[config.mk]
export PLATFORM = sky130hd
export DESIGN_NAME = inst_fifo
export DESIGN_NICKNAME = d
export VERILOG_FILES = /design/src/rtl/inst_fifo.sv
export SDC_FILE = /design/constraint.sdc
export NUM_CORES = 2
export LEC_CHECK = 0
export BUFFER_PORTS_ARGS = -buffer_cell sky130_fd_sc_hd__buf_2
export CAP_MARGIN = 20
export CORE_MARGIN = 3
export CORE_UTILIZATION = 55
export CTS_CLUSTER_DIAMETER = 200
export DETAILED_ROUTE_END_ITERATION = 10
export GPL_ROUTABILITY_DRIVEN = 0
export PLACE_DENSITY = 0.75
export SYNTH_ARGS = -nofsm -noshare
export SYNTH_HDL_FRONTEND = slang
export SYNTH_SLANG_ARGS = --single-unit
[constraint.sdc]
create_clock -name clk -period 9.19 [get_ports clk]
set_clock_uncertainty 0.15 [all_clocks]
set_input_delay 0.4595 -clock clk [delete_from_list [all_inputs] [get_ports clk]]
set_output_delay 0.4595 -clock clk [all_outputs]
set_load 0.01 [all_outputs]
[src/rtl/inst_fifo.sv]
// rtl/inst_fifo.sv - dual-slot instruction FIFO between fetch and decode
// Optional feature: define INST_FIFO_ADEL_EN to carry a per-entry fetch address-error flag.
module inst_fifo #(
  parameter int DEPTH = 16
) (
  input  logic                     clk,
  input  logic                     resetn,
  input  logic                     flush,
  input  logic                     in_en0,
  input  logic                     in_en1,
  input  logic [31:0]              in_pc0,
  input  logic [31:0]              in_pc1,
  input  logic [31:0]              in_instr0,
  input  logic [31:0]              in_instr1,
`ifdef INST_FIFO_ADEL_EN
  input  logic                     in_adel0,
  input  logic                     in_adel1,
  output logic                     out_adel0,
  output logic                     out_adel1,
`endif
  input  logic [1:0]               out_pop,
  output logic                     out_valid0,
  output logic                     out_valid1,
  output logic [31:0]              out_pc0,
  output logic [31:0]              out_instr0,
  output logic [31:0]              out_pc1,
  output logic [31:0]              out_instr1,
  output logic                     almost_full,
  output logic                     empty,
  output logic [$clog2(DEPTH):0]   count
);
  localparam int AW = $clog2(DEPTH);
  localparam int CW = AW + 1;

  logic [31:0]   r_mem_pc    [DEPTH];
  logic [31:0]   r_mem_instr [DEPTH];
  logic [AW-1:0] r_head;
  logic [AW-1:0] r_tail;
  logic [CW-1:0] r_count;

  logic [AW-1:0] w_head1;
  logic [AW-1:0] w_tail1;
  logic [CW-1:0] w_free;
  logic [CW-1:0] w_push;
  logic [CW-1:0] w_pop_req;
  logic [CW-1:0] w_pop_eff;
  logic          w_acc0;
  logic          w_acc1;

  // Space is judged on the pre-pop count; slot 1 only rides along behind slot 0.
  assign w_free    = CW'(DEPTH) - r_count;
  assign w_acc0    = in_en0 && (w_free >= CW'(1));
  assign w_acc1    = in_en0 && in_en1 && (w_free >= CW'(2));
  assign w_push    = CW'(w_acc0) + CW'(w_acc1);
  assign w_pop_req = (out_pop == 2'd0) ? CW'(0) : ((out_pop == 2'd1) ? CW'(1) : CW'(2));
  assign w_pop_eff = (w_pop_req > r_count) ? r_count : w_pop_req;
  assign w_tail1   = r_tail + AW'(1);
  assign w_head1   = r_head + AW'(1);

  // Pointer and occupancy update; flush wins over any same-cycle push or pop.
  always_ff @(posedge clk or negedge resetn) begin
    if (!resetn) begin
      r_head  <= '0;
      r_tail  <= '0;
      r_count <= '0;
    end else if (flush) begin
      r_head  <= '0;
      r_tail  <= '0;
      r_count <= '0;
    end else begin
      r_head  <= r_head + w_pop_eff[AW-1:0];
      r_tail  <= r_tail + w_push[AW-1:0];
      r_count <= r_count + w_push - w_pop_eff;
    end
  end

  // Entry storage, written at tail/tail+1; left unreset since valids mask it.
  always_ff @(posedge clk) begin
    if (w_acc0 && !flush) begin
      r_mem_pc[r_tail]    <= in_pc0;
      r_mem_instr[r_tail] <= in_instr0;
    end
    if (w_acc1 && !flush) begin
      r_mem_pc[w_tail1]    <= in_pc1;
      r_mem_instr[w_tail1] <= in_instr1;
    end
  end

`ifdef INST_FIFO_ADEL_EN
  logic r_mem_adel [DEPTH];
  logic w_adel0;
  logic w_adel1;

  // A misaligned PC always raises the address-error flag.
  assign w_adel0 = in_adel0 | (in_pc0[1:0] != 2'b00);
  assign w_adel1 = in_adel1 | (in_pc1[1:0] != 2'b00);

  // Flag storage follows the same write rules as pc/instr.
  always_ff @(posedge clk) begin
    if (w_acc0 && !flush) r_mem_adel[r_tail]  <= w_adel0;
    if (w_acc1 && !flush) r_mem_adel[w_tail1] <= w_adel1;
  end

  assign out_adel0 = out_valid0 ? r_mem_adel[r_head]  : 1'b0;
  assign out_adel1 = out_valid1 ? r_mem_adel[w_head1] : 1'b0;
`endif

  assign out_valid0  = (r_count >= CW'(1));
  assign out_valid1  = (r_count >= CW'(2));
  assign out_pc0     = out_valid0 ? r_mem_pc[r_head]     : '0;
  assign out_instr0  = out_valid0 ? r_mem_instr[r_head]  : '0;
  assign out_pc1     = out_valid1 ? r_mem_pc[w_head1]    : '0;
  assign out_instr1  = out_valid1 ? r_mem_instr[w_head1] : '0;
  assign almost_full = (r_count > CW'(DEPTH - 2));
  assign empty       = (r_count == '0);
  assign count       = r_count;

endmodule

### Word-level counts from Yosys, hierarchy flattened

Memory sizes are Yosys's and may differ from the RTL's.
Index checks and enable logic that the tools add are counted.

| cells by class | value |
|---|---|
| muxes and demuxes | 14 |
| reduce and logical (&&, ||, !) cells | 8 |
| order comparisons | 6 |
| equal/unequal tests | 1 |
| $add $sub $neg | 8 |

Operators with widths:

| operator | count |
|---|---|
| $mux W32 | 4 |
| $ge A5 B1 Y1 const B | 2 |
| $ge A5 B2 Y1 const B | 2 |
| $mux W5 | 2 |
| $add A4 B1 Y4 const B | 2 |
| $mux W4 | 2 |
| $add A5 B2 Y5 | 1 |
| $gt A2 B5 Y1 | 1 |
| $gt A5 B4 Y1 const B | 1 |
| $logic_and A1 B1 Y1 | 5 |
| $logic_not A5 Y1 | 1 |
| $sub A5 B5 Y5 | 1 |
| $sub A5 B5 Y5 const A | 1 |
| $add A4 B2 Y4 | 1 |
| $add A4 B4 Y4 | 1 |
| $mux W1 | 4 |
| $mux W2 | 2 |
| $add A1 B1 Y2 | 1 |
| $eq A2 B1 Y1 const B | 1 |
| $logic_not A2 Y1 | 1 |
| $logic_not A1 Y1 | 1 |

| storage, ports and cells | value |
|---|---|
| input bits | 135 |
| register bits | 13 |
| memories | 2 |
| output and inout bits | 137 |
| bits in writable memories | 1,024 |
| logic and storage cells | 42 |

Memories:

| name | depth | width | rd ports | clocked after Yosys merged registers in | wr ports | RTL line | source |
|---|---|---|---|---|---|---|---|
| r_mem_instr | 16 | 32 | 2 | 0 | 2 | 36 | `logic [31:0] r_mem_instr [DEPTH];` |
| r_mem_pc | 16 | 32 | 2 | 0 | 2 | 35 | `logic [31:0] r_mem_pc [DEPTH];` |

### Logic depth before layout (Yosys ltp)

| logic depth | value |
|---|---|
| depth in word-level cells | 7 |
| mapped depth | 21 |
| mapped depth without buffers | 21 |

### Least setup slack after synthesis

OpenSTA, ideal clock, no wires.

| timing | value |
|---|---|
| kind | register -> register |
| start point | reg r_count[1] (netlist: count[1]) |
| end point | mem r_mem_instr[12][0], enable pin |
| period minus slack after synthesis | 9.270 ns |
| required time | 8.379 ns |
| buffers on the path | 0 |
| path slack | -0.080 ns |
| setup time | 0.661 ns |
| cell stages (with the launch flop) | 10 |
| arrival time | 8.460 ns |
| path through | dfrtp_1 -> inv_1 -> ha_1 -> nor3b_1 -> ha_1 -> nor2b_1 -> and4_4 -> a31oi_1 -> nor3_2 -> o41ai_1 |

RTL lines:

| element | RTL line | source |
|---|---|---|
| from (decl) | 39 | `logic [CW-1:0] r_count;` |
| from (signal assigned) | 73 | `r_count <= r_count + w_push - w_pop_eff;` |
| to (decl) | 36 |  |

==> impl_metrics.json <==
{
  "status": "completed",
  "grt_first_pass_wirelength_um": 257000,
  "p_sw_share_pct": 37.1,
  "htree_levels": 3,
  "nets": 3740,
  "die_x_um": 344,
  "synth_edf_count": 1024,
  "hold_viol": 0,
  "final.setup.tns_ns": 0,
  "rows": 123,
  "synthTopCellsByArea": "edfxtp_1 49%, mux4_2 18%, mux2_4 11%",
  "fin_crit_ns": 5.61,
  "fillCellCount": 8236,
  "ios": 272,
  "dp_hpwl_um": 99000,
  "cts_max_path_buffers": 3,
  "crit_fanout": 38,
  "max-vdd-ir-drop_mv": 0.233,
  "hold_ws_ns": 0.0580,
  "startpoint_type": "register",
  "power_frac_comb_pct": 45.8,
  "yosys.cell_types.count": 47,
  "crit_type": "reg2reg",
  "cts_tree": "built",
  "worstPathRequired_ns": 9.36,
  "synth_seq_cells": 1037,
  "max_slew_margin_pct": 18.1,
  "antenna_found_initial": 35,
  "yosysWarnings": 0,
  "numCtsBuffers": 111,
  "instances_no_fill": 5188,
  "coreArea_um2": 113000,
  "rsz0062_at_grt": "false",
  "utilization_pct": 60.4,
  "synthFlopType": "edfxtp_1",
  "maxSlewViolCount": 0,
  "clock_power_share_pct": 23.0,
  "start_util_pct": 55.5,
  "p_int_mw": 11.5,
  "timing.fmax_mhz": 178,
  "cts_setup_buffers": 0,
  "postRouteAntennaNets": 0,
  "cp_data_arrival_time_ns": 5.78,
  "drc": 0,
  "setup_violations": 0,
  "critPathBufInv": 3,
  "clk_latency_ns": 0.69,
  "die_area_um2": 118000,
  "synth_top_cells_by_count": "1024 x edfxtp_1, 584 x mux2_2, 512 x mux4_2",
  "endpoint_kind": "register",
  "first_pass_iters": 6,
  "path_cells": "inv_1 > ha_1 > nor3b_1 > ha_1 > nor2b_1 > and4_4 > a32oi_4 > nand4_4 > o31ai_4 > buf_4 > buf_4",
  "syn_inst": 3524,
  "cp_top_family": "simple AND/OR/NAND/NOR gates",
  "yosysMostFrequentCell": "edfxtp_1",
  "seq_area_frac_synth_pct": 49.6,
  "synth_area_per_cell_um2": 17.8,
  "wire_per_inst_um": 34.2,
  "die_h_um": 344,
  "grt-ovfl-total": 0,
  "cp_slowest_stage_delay_ns": 0.95,
  "maxCapViolCount": 0,
  "grt_start_max_net_pins": 135,
  "synth.cell_area_um2": 62700,
  "via_count": 36300,
  "hold_buffers": 2,
  "async_reset_ff_share_pct": 1.25,
  "dp.cells": 4963,
  "crit_slowest_cell": "nand4_4",
  "drtIter0Drc": 4225,
  "layout_worst_path_cycle_share_pct": 61.0,
  "p_sw_mw": 6.79,
  "grt_usage_pct": 30.0,
  "grt_pass1_vias": 37000,
  "totalWireLength_um": 178000,
  "leakage_nw": 23.8,
  "netlist.area_leader.share_pct": 49.1,
  "place.port_buffers": 271,
  "clock-root-buffer": "clkbuf_16",
  "areaGrowthSynthToFinish_pct": 8.73,
  "path_clk_slew_ns": 0.06,
  "vias_per_cell": 7.00,
  "synth_largest_area_cell": "edfxtp_1",
  "p_seq_share_pct": 31.2,
  "post_cts_resized": 0,
  "syn_nets": 3682,
  "cts.sinks": 1037,
  "hp-class": "in2async",
  "final_layout_size_suffix_gt1_share_pct": 56.7,
  "tightest_slew_ns": 1.23,
  "cellPowerDensity_nw_per_um2": 269
}
## power groups by stage
stage               Clock, mW  Combinational (mW)  Sequential (mW)
floorplan                   0                5.67             5.69
global placement            0                8.28             5.80
detailed placement          0                8.34             5.82
CTS                      4.26                8.37             5.72
global route             4.44                8.82             5.75
finish                   4.21                8.38             5.72
## final timing paths
kind	from	cells past startpoint	slack [ns]	to
worst max-delay path	count[1]$_DFF_PN0_	11	3.58	r_mem_pc[8][28]$_DFFE_PP_
worst min-delay path	resetn	2	0.06	r_head[1]$_DFF_PN0_
worst max register to register	count[1]$_DFF_PN0_	11	3.58	r_mem_pc[8][28]$_DFFE_PP_
worst min register to register	count[4]$_DFF_PN0_	3	0.53	count[4]$_DFF_PN0_
max in group asynchronous	resetn	2	8.56	r_head[3]$_DFF_PN0_
min in group clk	in_pc1[31]	2	0.13	r_mem_pc[7][31]$_DFFE_PP_
## per-layer routing
layer | vias up | global-route usage (%) | wire, um
met1 | 19300 | 40.2 | 68600
li1 | 14700 | - | -
met4 | 14 | 10.8 | 6100
met2 | 1886 | 49.2 | 87600
met5 | - | 0 | 92
met3 | 350 | 5.71 | 15200
## through the flow
step / cell area [um^2] / setup slack [ns] / power [mW]
after floorplan: 62700 / 1.54 / 11.4
after global placement: 64700 / 3.66 / 14.1
after detailed placement: 64700 / 3.57 / 14.2
after CTS: 68000 / 3.58 / 18.3
after global routing: 68100 / 3.28 / 19.0
final: 68100 / 3.58 / 18.3
## state kept, by name, summed over array words and instances (netlist names)
name	count
r_tail	4
r_head	4
count	5
r_mem_pc	512
r_mem_instr	512
## layout make-up
type                    instances  area, um^2  area share (%)
diodes                         23        57.6          0.0845
multi-input cells            2057       29600            43.5
clock buffers                 143        2920            4.29
inverters                      12        45.0          0.0661
repair buffers                363        2180            3.20
flip-flops and latches       1037       31100            45.6
well taps                    1500        1880            2.76
clock inverters                53         354           0.520
## cells in the final DEF, fill, tap and decap left out, drive strengths merged, types with 13 or more instances in the layout
master,netlist,layout
dfrtp,13,13
inv,12,15
diode,0,23
nand4,15,15
buf,281,361
o22ai,128,128
edfxtp,1024,1024
ha,19,19
mux2,1025,1025
mux2i,259,259
clkbuf,137,143
mux4,512,512
clkinv,0,46
## cell families after synthesis
family	Yosys count	synth area share, %
muxes	1796	43.6
and+or+nand+nor	70	0.907
adders and majority gates	23	0.507
buffers and inverters	430	3.61
AOI/OAI and AO/OA	157	1.62
other	1	0.00599
xor gates and xnor gates	10	0.140
DFF	1037	49.6
No activity file was read; power rests on OpenSTA's default activity.
